## config.mk

```make
export PLATFORM = sky130hd
export DESIGN_NAME = priority_isr_controller
export DESIGN_NICKNAME = d
export VERILOG_FILES = /design/src/rtl/isr_pkg.sv /design/src/rtl/isr_priority_resolver.sv /design/src/rtl/priority_isr_controller.sv
export SDC_FILE = /design/constraint.sdc
export NUM_CORES = 1
export LEC_CHECK = 0
export ABC_AREA = 1
export CAP_MARGIN = 20
export CORE_UTILIZATION = 32
export CTS_CLUSTER_SIZE = 28
export DETAILED_ROUTE_END_ITERATION = 8
export GPL_TIMING_DRIVEN = 0
export SYNTH_ARGS = -nofsm -noshare
export SYNTH_HDL_FRONTEND = slang
export SYNTH_SLANG_ARGS = --single-unit
```

## constraint.sdc

```tcl
create_clock -name clock -period 4 [get_ports clock]
set_input_delay 0.6 -clock clock [delete_from_list [all_inputs] [get_ports clock]]
set_output_delay 0.6 -clock clock [all_outputs]
set_load 0.01 [all_outputs]
```

## src/rtl/isr_pkg.sv

```systemverilog
// Shared encodings and defaults for the priority ISR controller.
package isr_pkg;

  localparam int N_CHANNELS_DEFAULT = 8;

  typedef enum logic [1:0] {
    EOI_NONE    = 2'b00,
    EOI_NONSPEC = 2'b01,
    EOI_SPEC    = 2'b10,
    EOI_ROTATE  = 2'b11
  } eoi_cmd_e;

endpackage

```

## src/rtl/isr_priority_resolver.sv

```systemverilog
// Combinational rotating-priority resolver: the highest-priority level is rot+1,
// descending cyclically to rot itself.
module isr_priority_resolver
  import isr_pkg::*;
#(
  parameter int N_CHANNELS = N_CHANNELS_DEFAULT,
  parameter int LVL_W      = $clog2(N_CHANNELS)
) (
  input  logic [N_CHANNELS-1:0] req,
  input  logic [N_CHANNELS-1:0] mask,
  input  logic [LVL_W-1:0]      rot,
  output logic [N_CHANNELS-1:0] onehot,
  output logic [LVL_W-1:0]      level,
  output logic                  found
);

  logic [LVL_W-1:0]        shift;
  logic [N_CHANNELS-1:0]   masked;
  logic [N_CHANNELS-1:0]   rotated;
  logic [N_CHANNELS-1:0]   iso;
  logic [2*N_CHANNELS-1:0] dbl_r;
  logic [2*N_CHANNELS-1:0] dbl_l;

  // Shift wraps mod N for free because N is a power of two.
  assign shift   = rot + LVL_W'(1);
  assign masked  = req & ~mask;
  assign dbl_r   = {masked, masked} >> shift;
  assign rotated = dbl_r[N_CHANNELS-1:0];
  assign iso     = rotated & (~rotated + N_CHANNELS'(1));
  assign dbl_l   = {iso, iso} << shift;
  assign onehot  = dbl_l[2*N_CHANNELS-1:N_CHANNELS];
  assign found   = |iso;

  always_comb begin
    level = '0;
    for (int i = 0; i < N_CHANNELS; i++) begin
      if (onehot[i]) level = level | LVL_W'(i);
    end
  end

endmodule

```

## src/rtl/priority_isr_controller.sv

```systemverilog
// In-service register with rotating priority, EOI handling and ack capture.
// Optional feature: define ISR_ROTATE_ON_EOI_EN to enable rotate-on-non-specific EOI.
module priority_isr_controller
  import isr_pkg::*;
#(
  parameter int N_CHANNELS = N_CHANNELS_DEFAULT,
  parameter int LVL_W      = $clog2(N_CHANNELS)
) (
  input  logic                  clock,
  input  logic                  reset,
  input  logic                  ack_valid,
  input  logic [LVL_W-1:0]      ack_level,
  input  logic                  auto_eoi,
  input  logic [1:0]            eoi_cmd,
  input  logic [LVL_W-1:0]      eoi_level,
  input  logic                  prio_load,
  input  logic [LVL_W-1:0]      prio_value,
  input  logic [N_CHANNELS-1:0] special_mask,
  output logic [N_CHANNELS-1:0] in_service_register,
  output logic [N_CHANNELS-1:0] highest_level_in_service,
  output logic [LVL_W-1:0]      priority_rotate,
  output logic                  eoi_done,
  output logic [LVL_W-1:0]      eoi_done_level
);

  logic [N_CHANNELS-1:0] isr_p1;
  logic [N_CHANNELS-1:0] hi_p1;
  logic [LVL_W-1:0]      rot_p1;
  logic                  vld_p1;
  logic [LVL_W-1:0]      done_lvl_p1;

  eoi_cmd_e              cmd;
  logic [N_CHANNELS-1:0] isr_next;
  logic [LVL_W-1:0]      rot_next;
  logic                  done_next;
  logic [LVL_W-1:0]      done_lvl_next;

  logic [N_CHANNELS-1:0] eoi_onehot;
  logic [LVL_W-1:0]      eoi_lvl;
  logic                  eoi_found;
  logic [N_CHANNELS-1:0] hi_next;
  logic [LVL_W-1:0]      hi_level_unused;
  logic                  hi_found;

  // Non-specific EOI target, resolved on the pre-edge ISR.
  isr_priority_resolver #(.N_CHANNELS(N_CHANNELS), .LVL_W(LVL_W)) u_eoi_res (
    .req    (isr_p1),
    .mask   (special_mask),
    .rot    (rot_p1),
    .onehot (eoi_onehot),
    .level  (eoi_lvl),
    .found  (eoi_found)
  );

  // Highest in-service level, resolved on next-state values so it lands with the ISR.
  isr_priority_resolver #(.N_CHANNELS(N_CHANNELS), .LVL_W(LVL_W)) u_hi_res (
    .req    (isr_next),
    .mask   (special_mask),
    .rot    (rot_next),
    .onehot (hi_next),
    .level  (hi_level_unused),
    .found  (hi_found)
  );

  always_comb begin
    cmd           = eoi_cmd_e'(eoi_cmd);
    isr_next      = isr_p1;
    rot_next      = rot_p1;
    done_next     = 1'b0;
    done_lvl_next = done_lvl_p1;
`ifndef ISR_ROTATE_ON_EOI_EN
    if (cmd == EOI_ROTATE) cmd = EOI_NONSPEC;
`endif
    case (cmd)
      EOI_NONSPEC, EOI_ROTATE: begin
        if (eoi_found) begin
          isr_next      = isr_p1 & ~eoi_onehot;
          done_next     = 1'b1;
          done_lvl_next = eoi_lvl;
        end
      end
      EOI_SPEC: begin
        if (isr_p1[eoi_level]) begin
          isr_next[eoi_level] = 1'b0;
          done_next           = 1'b1;
          done_lvl_next       = eoi_level;
        end
      end
      default: ;
    endcase
    // Ack is applied after the EOI so a same-level set wins.
    if (ack_valid && !auto_eoi) isr_next[ack_level] = 1'b1;
`ifdef ISR_ROTATE_ON_EOI_EN
    if (cmd == EOI_ROTATE && done_next) rot_next = done_lvl_next;
`endif
    if (prio_load) rot_next = prio_value;
  end

  // Stage p1: registered ISR state and outputs.
  always_ff @(posedge clock) begin
    if (reset) begin
      isr_p1      <= '0;
      hi_p1       <= '0;
      rot_p1      <= LVL_W'(N_CHANNELS - 1);
      vld_p1      <= 1'b0;
      done_lvl_p1 <= '0;
    end else begin
      isr_p1      <= isr_next;
      hi_p1       <= hi_found ? hi_next : '0;
      rot_p1      <= rot_next;
      vld_p1      <= done_next;
      done_lvl_p1 <= done_lvl_next;
    end
  end

  assign in_service_register      = isr_p1;
  assign highest_level_in_service = hi_p1;
  assign priority_rotate          = rot_p1;
  assign eoi_done                 = vld_p1;
  assign eoi_done_level           = done_lvl_p1;

endmodule

```

==> metrics <==
status=completed; Core Footprint=8175 µm²; layout cells sized above 1=16.09%; GRT Residual Overflow=0; height of the die=around 94 µm; Worst EP arrival=just under 4000 ps; Rel. slew slack=slightly below 60%; PortBufs=46; Slew Viols, Final=0; post-route ant nets=0; Placement Setup Slack=-195.4 ps; 1st-iter DRT viols=between 100 and 150; FILL cells=just over 900; Final Cycle Share=between 90 and 100%; critical path data required time=4210 ps; total number of vias=3415; commonest non-fill, non-tap cell in the layout=nand2_1; routability congestion estimate=between 0.8 and 0.9; Seq/Total Area, Yosys=between 10% and 20%; Die Width=between 90 and 100 µm; crit end category=flop; io pins=47; Skew-Pair Late Insertion Delay=270 ps; total track usage=~20%; syn nets=roughly 520; CTS clk-pin slew, worst paths=around 90 ps; LEAKAGE=1.715 nW; Antenna Cells=0; asr flop ratio synth=0%; hold-critical path endpoint=eoi_done_level[1]$_SDFFE_PP0P_; initial antenna violation count=0; placed cell area=between 3000 and 4000 µm²; Final Setup Violations=0; number of buffers created by CTS=3; total power=between 1 and 1.5 mW; clock share of power=between 10% and 20%; Hold Path Class=flop to flop; # H-tree levels=1; ys flop type=dfxtp_1; reg2reg setup slack=between 300 and 400 ps; design area=between 3000 and 4000 µm²; Final Hold Viols=0; maximum clock path buffer count=2; reg2reg start=priority_rotate[0]$_SDFF_PP1_; crit path time final=roughly 3700 ps; commonest cells after routing, fill and taps aside=nand2_1, nand3_1, clkdlybuf4s50_1, inv_1, nor2_1; area growth from synthesis to layout=31.94%; vias in the first global route=between 3k and 4k; residual DRC count=0; WHS Path Cells=2; CTS Sinks=23; switching part of the total=roughly half; Comb power frac=between 60 and 70%; pin count of the biggest net entering global routing=14; die area=8805 µm²; total routed wirelength=~8.9 mm; Yosys reg bits=23; drt pass-1 iters=5; worst hold margin=approximately 470 ps; routed len/inst=13.47 µm; DR vias/cell=a little over 5; Mapped Avg Cell Area=5.419 µm²; R2R depth=27; IR drop worst, VDD=between 0.1 and 0.15 mV; Net count, final=between 500 and 600; Hold Path Origin=eoi_done_level[1]$_SDFFE_PP0P_; clk_skew=4.059 ps; reg2reg end=highest_level_in_service[0]$_SDFF_PP0_; Internal=~610 µW; max cap viols=0; fmax=0.2705 GHz; initial core utilization=33.01%; Crit Path Class=input pin to flop; CTS tree=built; Root Buffer=clkbuf_8; Worst setup SP type=input pin; HPWL Detailed=6.919 mm; Mapped Area=2699 µm²; Net Switching=around 570 µW; global-route wire length before repair=between 10 and 15 mm; Post-synth EDFFs=0; Reg power frac=between 20% and 30%; crit path max fanout=5; synth warn=0; Slew @ Worst Pin=roughly 600 ps; Synth cell types=35; Syn Inst Count=around 500; P per Cell Area=331.9 nW/µm²; row cnt=33; fin worst setup slack=between 300 and 400 ps; setup_tns=0 ps
-- registers in the layout (all words and copies together) (netlist names) --
register                  flops
priority_rotate               3
in_service_register           8
eoi_done_level                3
eoi_done                      1
highest_level_in_service      8
-- synthesized netlist by cell type, types with 2 or more instances --
master,count,share of area (%)
nor2_1,30,4.2
nand2_2,6,1.4
nand2_4,2,0.83
o21ai_1,4,0.74
clkbuf_1,4,0.56
nor2_2,4,0.93
nand2_1,169,24
inv_1,41,5.7
inv_2,5,0.70
o22ai_1,2,0.46
buf_6,3,1.3
buf_1,2,0.28
or2_1,2,0.46
nor3_1,4,0.74
buf_4,3,0.83
nand4_1,7,1.6
buf_2,5,0.93
dfxtp_1,23,17
nand3_1,139,26
nand3_2,5,1.9
a21oi_1,14,2.6
ha_1,2,0.93
o21ai_0,10,1.9
-- routing by layer --
| metal | track usage (%) | vias to the layer above | wire [µm] |
|---|---|---|---|
| li1 | - | 1764 | - |
| met1 | 23.43 | 1538 | 3854 |
| met2 | 36.37 | 95 | 4448 |
| met3 | 2.751 | 18 | 407 |
| met4 | 5.000 | 0 | 157 |
| met5 | 0 | - | 0 |
-- worst max-delay path, stage by stage --
cell	delay, ps
clkdlybuf4s50_1	470
inv_1	80
nand3_1	120
nand3_1	110
nand2_1	110
nand2_1	60
nand2_1	100
nand2_1	90
nor2_1	330
a31oi_4	190
nand2_1	100
inv_1	40
nand2_1	70
nand2_1	90
nand2_1	110
nand3_1	110
nand3_1	110
nand2_1	90
nand2_1	100
nand2_2	90
buf_4	150
o21ai_1	200
nand3_1	140
nand3_1	110
nand2_1	50
nor2_1	100
-- worst max-delay path by stage --
stage	startpoint	slack [ps]	end	cells past startpoint
6_report	special_mask[2]	300	highest_level_in_service[0]$_SDFF_PP0_	26
5_1_grt	priority_rotate[0]$_SDFF_PP1_	-50	highest_level_in_service[0]$_SDFF_PP0_	30
4_1_cts	priority_rotate[0]$_SDFF_PP1_	20	highest_level_in_service[5]$_SDFF_PP0_	21
3_5_place_dp	prio_load	-200	highest_level_in_service[1]$_SDFF_PP0_	19
3_3_place_gp	prio_load	-180	highest_level_in_service[5]$_SDFF_PP0_	19
2_1_floorplan	priority_rotate[0]$_SDFF_PP1_	770	highest_level_in_service[0]$_SDFF_PP0_	21
-- cell type report --
cell class	count	area, µm²	area share (%)
clock buffers	3	41.29	1.160
inverters	48	187.7	5.271
plain buffers	17	115.1	3.233
repair buffers	50	490.5	13.77
multi-input cells	411	2128	59.77
flip-flops and latches	23	461.7	12.97
clock inverters	1	5.005	0.1405
well taps	105	131.4	3.689
-- cell families after synthesis --
kind of cell | synth area share, %
simple gates | 62.68
buf+inv | 10.66
compound gates | 7.743
flops | 17.06
xor+xnor | 0.9274
fa+ha+maj | 0.9271
-- through the flow --
stage	std cells	util, %
final	658	43.56
after global routing	658	43.56
after CTS	653	40.82
after detailed placement	649	40.25
after global placement	649	40.25
after floorplan	498	-
-- power groups by stage --
stage / clock [mW] / sequential, mW / combinational, mW
floorplan: 0 / 0.285 / 0.477
global placement: 0 / 0.274 / 0.672
detailed placement: 0 / 0.275 / 0.674
CTS: 0.160 / 0.269 / 0.677
global route: 0.165 / 0.272 / 0.846
finish: 0.153 / 0.269 / 0.761
-- timing repair --
item                                    4_1_cts  5_1_grt
gates resized for setup                       0       49
buffers inserted                              0        4
hold buffers                                  0        0
endpoints found under the setup margin        0        8
Power figures use the tool's default switching activity.
